[src/rtl/cbm2_bank_ctrl_if.sv]
// Bus bundle between the 6509 core / bus decoder and the CBM-II bank register block.
// The master side is the CPU core plus decoder; the slave side is cbm2_bank_ctrl.
interface cbm2_bank_ctrl_if;
  logic        cpu_en;
  logic [15:0] cpu_addr;
  logic [7:0]  cpu_do;
  logic        cpu_we;
  logic        cpu_sync;
  logic [7:0]  cpu_din;
  logic [7:0]  cpu_po;
  logic        reg_hit;
  logic [7:0]  reg_data;
  logic [3:0]  exec_bank;
  logic [3:0]  ind_bank;

  modport master (
    output cpu_en, cpu_addr, cpu_do, cpu_we, cpu_sync, cpu_din,
    input  cpu_po, reg_hit, reg_data, exec_bank, ind_bank
  );

  modport slave (
    input  cpu_en, cpu_addr, cpu_do, cpu_we, cpu_sync, cpu_din,
    output cpu_po, reg_hit, reg_data, exec_bank, ind_bank
  );
endinterface

[src/rtl/cbm2_bank_ctrl.sv]
// 6509 bank registers ($0000 execution, $0001 indirection) and (zp),Y indirection tracking.
// Optional macro CBM2_BANK_RDBACK_EN enables register readback over RAM at $0000/$0001.
module cbm2_bank_ctrl #(
  parameter logic [3:0] RESET_BANK = 4'hF
) (
  input logic              clk_sys,
  input logic              reset_n,
  cbm2_bank_ctrl_if.slave  bus
);

  typedef enum logic [1:0] {
    EXEC  = 2'd0,
    TRACK = 2'd1,
    IND   = 2'd2
  } state_t;

  state_t     state_r;
  state_t     state_s;
  logic [2:0] cnt_r;
  logic [2:0] cnt_s;
  logic [3:0] exec_r;
  logic [3:0] ind_r;
  logic       use_ind_s;

  // Only LDA (zp),Y and STA (zp),Y reach their data through the indirection bank.
  function automatic logic is_ind_op(input logic [7:0] op);
    return (op == 8'hB1) || (op == 8'h91);
  endfunction

  function automatic logic [2:0] sat_inc(input logic [2:0] c);
    return (c == 3'h7) ? c : (c + 3'd1);
  endfunction

  // Bank register writes; decoded in every bank, bus cycle is not blocked.
  always_ff @(posedge clk_sys or negedge reset_n) begin
    if (!reset_n) begin
      exec_r <= RESET_BANK;
      ind_r  <= RESET_BANK;
    end else if (bus.cpu_en && bus.cpu_we) begin
      if (bus.cpu_addr == 16'h0000) begin
        exec_r <= bus.cpu_do[3:0];
      end else if (bus.cpu_addr == 16'h0001) begin
        ind_r <= bus.cpu_do[3:0];
      end
    end
  end

  // FSM state and cycle counter registers.
  always_ff @(posedge clk_sys or negedge reset_n) begin
    if (!reset_n) begin
      state_r <= EXEC;
      cnt_r   <= 3'd0;
    end else begin
      state_r <= state_s;
      cnt_r   <= cnt_s;
    end
  end

  // Next-state logic: an opcode fetch always re-evaluates, whatever state we are in.
  always_comb begin
    state_s = state_r;
    cnt_s   = cnt_r;
    if (bus.cpu_en) begin
      if (bus.cpu_sync) begin
        if (is_ind_op(bus.cpu_din)) begin
          state_s = TRACK;
          cnt_s   = 3'd1;
        end else begin
          state_s = EXEC;
          cnt_s   = 3'd0;
        end
      end else begin
        case (state_r)
          EXEC: begin
            state_s = EXEC;
            cnt_s   = 3'd0;
          end
          TRACK: begin
            cnt_s = sat_inc(cnt_r);
            if (cnt_r >= 3'd3) begin
              state_s = IND;
            end else begin
              state_s = TRACK;
            end
          end
          IND: begin
            state_s = IND;
            cnt_s   = sat_inc(cnt_r);
          end
          default: begin
            state_s = EXEC;
            cnt_s   = 3'd0;
          end
        endcase
      end
    end else begin
      state_s = state_r;
      cnt_s   = cnt_r;
    end
  end

  // Opcode fetches are always in the execution bank, even while still in IND.
  assign use_ind_s     = (state_r == IND) && !bus.cpu_sync;
  assign bus.cpu_po    = {4'b0000, (use_ind_s ? ind_r : exec_r)};
  assign bus.exec_bank = exec_r;
  assign bus.ind_bank  = ind_r;

`ifdef CBM2_BANK_RDBACK_EN
  assign bus.reg_hit  = (bus.cpu_addr[15:1] == 15'd0) && !bus.cpu_we;
  assign bus.reg_data = {4'b0000, (bus.cpu_addr[0] ? ind_r : exec_r)};
`else
  assign bus.reg_hit  = 1'b0;
  assign bus.reg_data = 8'h00;
`endif

  wire unused_do_hi = &{1'b0, bus.cpu_do[7:4]};

endmodule

[src/flat_wrapper.sv]
// flat-port wrapper written by rule: the top's interface ports become plain ports
module cbm2_bank_ctrl_flat 
#(
  parameter logic [3:0] RESET_BANK = 4'hF
)
  (clk_sys, reset_n, bus_cpu_en, bus_cpu_addr, bus_cpu_do, bus_cpu_we, bus_cpu_sync, bus_cpu_din, bus_cpu_po, bus_reg_hit, bus_reg_data, bus_exec_bank, bus_ind_bank);
  cbm2_bank_ctrl_if bus_i ();
  input logic clk_sys;
  input logic reset_n;
  input wire logic [$bits(bus_i.cpu_en)-1:0] bus_cpu_en;
  input wire logic [$bits(bus_i.cpu_addr)-1:0] bus_cpu_addr;
  input wire logic [$bits(bus_i.cpu_do)-1:0] bus_cpu_do;
  input wire logic [$bits(bus_i.cpu_we)-1:0] bus_cpu_we;
  input wire logic [$bits(bus_i.cpu_sync)-1:0] bus_cpu_sync;
  input wire logic [$bits(bus_i.cpu_din)-1:0] bus_cpu_din;
  output wire logic [$bits(bus_i.cpu_po)-1:0] bus_cpu_po;
  output wire logic [$bits(bus_i.reg_hit)-1:0] bus_reg_hit;
  output wire logic [$bits(bus_i.reg_data)-1:0] bus_reg_data;
  output wire logic [$bits(bus_i.exec_bank)-1:0] bus_exec_bank;
  output wire logic [$bits(bus_i.ind_bank)-1:0] bus_ind_bank;
  assign bus_i.cpu_en = bus_cpu_en;
  assign bus_i.cpu_addr = bus_cpu_addr;
  assign bus_i.cpu_do = bus_cpu_do;
  assign bus_i.cpu_we = bus_cpu_we;
  assign bus_i.cpu_sync = bus_cpu_sync;
  assign bus_i.cpu_din = bus_cpu_din;
  assign bus_cpu_po = bus_i.cpu_po;
  assign bus_reg_hit = bus_i.reg_hit;
  assign bus_reg_data = bus_i.reg_data;
  assign bus_exec_bank = bus_i.exec_bank;
  assign bus_ind_bank = bus_i.ind_bank;
  cbm2_bank_ctrl #(.RESET_BANK(RESET_BANK)) u_core (.clk_sys(clk_sys), .reset_n(reset_n), .bus(bus_i));
endmodule
[config.mk]
export PLATFORM = sky130hd
export DESIGN_NAME = cbm2_bank_ctrl_flat
export DESIGN_NICKNAME = d
export VERILOG_FILES = /design/src/rtl/cbm2_bank_ctrl_if.sv /design/src/rtl/cbm2_bank_ctrl.sv /design/src/flat_wrapper.sv
export SDC_FILE = /design/constraint.sdc
export NUM_CORES = 1
export LEC_CHECK = 0
export CAP_MARGIN = 20
export CORE_AREA = 2 2 58 49
export DETAILED_ROUTE_END_ITERATION = 7
export DIE_AREA = 0 0 60 51
export GPL_ROUTABILITY_DRIVEN = 0
export HOLD_SLACK_MARGIN = 0.12
export PLACE_DENSITY_LB_ADDON = 0.08
export SYNTH_ARGS = -nofsm -noshare
export SYNTH_HDL_FRONTEND = slang
export SYNTH_SLANG_ARGS = --single-unit
[constraint.sdc]
create_clock -name clk_sys -period 4 [get_ports clk_sys]
set_clock_uncertainty 0.15 [all_clocks]
set_input_delay 0.8 -clock clk_sys [delete_from_list [all_inputs] [get_ports clk_sys]]
set_output_delay 0.8 -clock clk_sys [all_outputs]
set_load 0.05 [all_outputs]
## After elaboration in Yosys (flattened, before gate mapping)

Index checks and enable logic that the tools add are counted.
W data, S select, Z words.

- Output and inout port bits: 25
- Bits of input ports: 37
- Word-level logic and storage cells: 32
- Register bits: 13

- Muxes and demuxes: 9
- Reductions and logical operators: 9
- Eq/ne operators: 7
- Add/subtract/negate cells: 1
- Bitwise gates (word level): 1
- Order comparisons: 1

Operator list:

| kind | count |
|---|---|
| $eq A16 B1 Y1 const B | 1 |
| $eq A8 B8 Y1 const B | 2 |
| $logic_not A16 Y1 | 1 |
| $mux W3 | 3 |
| $mux W2 | 2 |
| $mux W4 | 1 |
| $pmux W2 S2 | 1 |
| $reduce_and A2 Y1 | 2 |
| $add A3 B1 Y3 const B | 1 |
| $eq A3 B3 Y1 const B | 1 |
| $ge A3 B2 Y1 const B | 1 |
| $ne A3 B3 Y1 const B | 1 |
| $reduce_and A3 Y1 | 1 |
| $eq A2 B1 Y1 const B | 1 |
| $eq A2 B2 Y1 const B | 1 |
| $logic_and A1 B1 Y1 | 2 |
| $mux W1 | 2 |
| $reduce_or A2 Y1 | 1 |
| $logic_not A1 Y1 | 1 |
| $logic_or A1 B1 Y1 | 1 |
| $not A1 Y1 | 1 |

## Depth between registers and ports, before layout

- Word-level depth: 4
- Gate-level depth with buffers: 6
- Mapped depth without buffers: 6

## Worst setup path after synthesis

Ideal clock, no wire load.

- Kind: input-to-output
- From: input bus_cpu_sync
- To: output bus_cpu_po[1]
- Data required time: 3.050 ns
- Setup slack: 1.540 ns
- Stages: 2
- Arrival: 1.510 ns
- Buffers on the path: 0
- Cells stage by stage: nand2b_1 > mux2_1

- Longest elaborated chain between the ends: 3

RTL lines:

| element | RTL line | source |
|---|---|---|
| start, declared | flat_wrapper.sv:14 | `input wire logic [$bits(bus_i.cpu_sync)-1:0] bus_cpu_sync;` |
| $logic_not A1 Y1 | cbm2_bank_ctrl.sv:103 | `assign use_ind_s = (state_r == IND) && !bus.cpu_sync;` |
| $logic_and A1 B1 Y1 | cbm2_bank_ctrl.sv:103 |  |
| $mux W4 | cbm2_bank_ctrl.sv:104 | `assign bus.cpu_po = {4'b0000, (use_ind_s ? ind_r : exec_r)};` |
| end, declared | flat_wrapper.sv:16 | `output wire logic [$bits(bus_i.cpu_po)-1:0] bus_cpu_po;` |

Every way passes these cells.

## Final worst setup path

- From: input bus_cpu_sync
- To: output bus_cpu_po[2]

The elaborated chain is that of the path after synthesis.

==> results <==
[where the power goes]
part / internal [W] / switching [W] / leakage [nW]
Sequential: 0.000135 / 0.00000244 / 0.149
Combinational: 0.0000333 / 0.0000415 / 0.393
Clock: 0.0000386 / 0.0000394 / 0.0150
[worst min path at each step]
| stage | start | to | slack [ns] | depth (start not counted) |
|---|---|---|---|---|
| final | u_core.cnt_r[1]$_DFFE_PN0P_ | u_core.cnt_r[1]$_DFFE_PN0P_ | 0.38 | 1 |
| after global routing | u_core.cnt_r[1]$_DFFE_PN0P_ | u_core.cnt_r[1]$_DFFE_PN0P_ | 0.42 | 1 |
| after CTS | u_core.cnt_r[1]$_DFFE_PN0P_ | u_core.cnt_r[1]$_DFFE_PN0P_ | 0.39 | 1 |
| after detailed placement | u_core.cnt_r[1]$_DFFE_PN0P_ | u_core.cnt_r[1]$_DFFE_PN0P_ | 0.37 | 1 |
| after global placement | u_core.cnt_r[1]$_DFFE_PN0P_ | u_core.cnt_r[1]$_DFFE_PN0P_ | 0.38 | 1 |
| after floorplan | u_core.cnt_r[1]$_DFFE_PN0P_ | u_core.cnt_r[1]$_DFFE_PN0P_ | 0.34 | 1 |
[cell families (layout without fill, tap and decap cells)]
logic type / Yosys count / count (layout) / share of synthesized area [%]
other: 1 / 13 / 0.4460
AOI/OAI and AO/OA: 7 / 7 / 6.400
DFF: 13 / 13 / 39.88
buffers and inverters: 18 / 52 / 13.84
muxes: 12 / 12 / 16.07
and+or+nand+nor: 21 / 21 / 15.92
adders and majority gates: 5 / 5 / 7.440
[metrics by stage]
stage | setup WS, ns | hold WS (ns) | cell area (um2) | utilization, % | total power, W
6_report | 0.4586 | 0.3832 | 1292 | 50.22 | 0.0002900
5_1_grt | 0.3649 | 0.4155 | 1292 | 50.22 | 0.0003076
4_1_cts | 0.4196 | 0.3909 | 1292 | 50.22 | 0.0002964
3_5_place_dp | 0.4249 | 0.3744 | 1266 | 49.20 | 0.0002146
3_3_place_gp | 0.4379 | 0.3772 | 1266 | 49.20 | 0.0002137
2_1_floorplan | 1.540 | 0.3421 | 885.9 | - | 0.0001874
[placed cells by master (no fill, tap or decap), types with 2 or more instances in the layout]
cell | Yosys | routed
mux2_1 | 11 | 11
clkbuf_4 | 0 | 3
clkdlybuf4s50_1 | 0 | 43
dfstp_2 | 8 | 8
nand2_1 | 3 | 3
nor2_1 | 5 | 5
inv_1 | 5 | 5
nor2b_1 | 2 | 2
conb_1 | 1 | 13
nor4_1 | 2 | 2
a32o_1 | 2 | 2
dfrtp_1 | 5 | 5
ha_1 | 5 | 5
[state kept, by name (all words and copies together), names as in the netlist]
signal,cells
u_core.bus.exec_bank,4
u_core.bus.ind_bank,4
u_core.state_r,2
u_core.cnt_r,3
[layer usage]
| metal | global-route usage, % | vias to the layer above |
|---|---|---|
| met1 | 15.01 | 314 |
| met3 | 2.785 | 0 |
| met2 | 19.57 | 37 |
| met4 | 2.222 | 0 |
| li1 | - | 340 |
| met5 | 0 | - |
[area by class of cell]
cell class              instances  area (um2)
fillers                       249        1281
multi-input cells              58       434.2
repair buffers                 43       430.4
flip-flops and latches         13       335.3
well taps                      38       47.55
clock buffers                   4       26.28
inverters                       5       18.77
==> metrics.md <==
| Metric | Value |
|---|---|
| Cts-stage hold buffer count | `0` |
| Max H-tree Level | `1` |
| Crit path largest cell delay | `a little over 0.7 ns` |
| Reg2reg path depth | `5` |
| Max_slew headroom | `approximately 61%` |
| Die height | `slightly above 50 um` |
| Reg clk slew, reported paths | `around 0.07 ns` |
| Crit-path most repeated cell | `clkdlybuf4s50_1` |
| Slowest-stage cell, CP | `clkdlybuf4s50_1` |
| Fin nets | `between 150 and 200` |
| HP Class | `register to register` |
| CP arrival | `2.59 ns` |
| Max Fclk | `282.4 MHz` |
| Final hold vios | `0` |
| Detail Placement HPWL | `1451 um` |
| GRT overflow | `0` |
| Largest cells by area after synthesis | `dfstp_2 25%, dfrtp_1 15%, mux2_1 15%` |
| First-pass GRT wire length | `2732 um` |
| Sequential element share of the synthesized area | `approximately two fifths` |
| Die width | `60 um` |
| Uppermost routed layer | `met3` |
| IO buf count | `43` |
| GR Util All Layers | `11.59%` |
| Share of layout cells above drive strength 1 | `between 10% and 20%` |
| Met2 wire len | `800 um` |
| Synth area leader | `dfstp_2` |
| Die area | `between 3000 and 4000 um2` |
| Delay-heaviest family, CP | `buffers and inverters` |
| Critical Path RT | `3.05 ns` |
| Clk_lat worst skew | `0.27 ns` |
| Final setup vio count | `0` |
| Leakage | `0.5565 nW` |
| Largest net degree at the start of global routing | `14` |
| Non-filler instance count after layout | `161` |
| WL per Instance | `10.32 um` |
| Max cap viols | `0` |
| R2R Setup Slk | `2.38 ns` |
| DRT Pass-1 Iters | `2` |
| Via/cell ratio | `about 4.3` |
| Final WL | `1661 um` |
| Diodes inserted | `0` |
| Vias in the first global route | `633` |
| Drt drc | `0` |
| CP max FO | `4` |
| Vias | `691` |
| Post-Route Setup TNS | `0 ns` |
| Pins Over Slew Limit | `0` |
| TritonCTS clock tree | `done` |
| Routed Antenna Nets | `0` |
| Met1 wire length | `723 um` |
| Top-level port count | `62` |
| Most instantiated cells after synthesis | `13 x buf_4, 11 x mux2_1, 8 x dfstp_2` |
| Share of the synthesized area in the top cell type | `25.00%` |
| FF-to-FF End | `u_core.state_r[0]$_DFFE_PN0P_` |
| Syn Inst Count | `77` |
| Yosys reg bits | `13` |
| Crit path from | `bus_cpu_sync` |
| Number of synthesized flops with an enable pin | `0` |
| Initial antenna violation count | `0` |
| Reg-to-reg critical path startpoint | `u_core.cnt_r[0]$_DFFE_PN0P_` |
| CP Depth | `4` |
| Tcrit/Tclk final | `between 80% and 90%` |
| Post CTS Setup Buffer Count | `0` |
| Bufs and invs on worst path | `2` |
| Cells after DPL | `roughly 160` |
| Cell Pwr Density | `~220 nW/um2` |
| Critical Path End Type | `output pin` |
| Root Driver | `clkbuf_4` |
| CP Class | `input port to output pin` |
| Ys async rst share | `100.0%` |
| CP Cell Sequence | `clkdlybuf4s50_1 -> nand2b_1 -> mux2_1 -> clkdlybuf4s50_1` |
| Initial Util | `32.67%` |
| Post-synthesis average cell area | `10.92 um2` |
| DR iter-0 viols | `5` |
| Clock Sinks | `13` |
| Layout area overhead | `53.72%` |
| Status | `finished clean` |
| Max VDD drop | `0.0001380 V` |
| Count leader, synth | `buf_4` |
| RSZ-0062 raised after global routing | `no` |
| Startpoint types | `input port` |
| Num CTS Buffers | `3` |
| Synth Flop Type | `dfstp_2` |
| Metal3 WL | `136 um` |
| Synth cell types | `27` |
| Mapped cell area | `~840 um2` |
| Post-CTS resize count | `0` |
| Slew @ Worst Pin | `0.5901 ns` |
| Core Footprint | `2574 um2` |
| Clock Path Buffers | `2` |
| Row count | `17` |
| Tmin final | `3.541 ns` |
| Critical Path End | `bus_cpu_po[2]` |
| Yosys warnings | `0` |
Note: power is estimated with default switching activity, not from simulation.
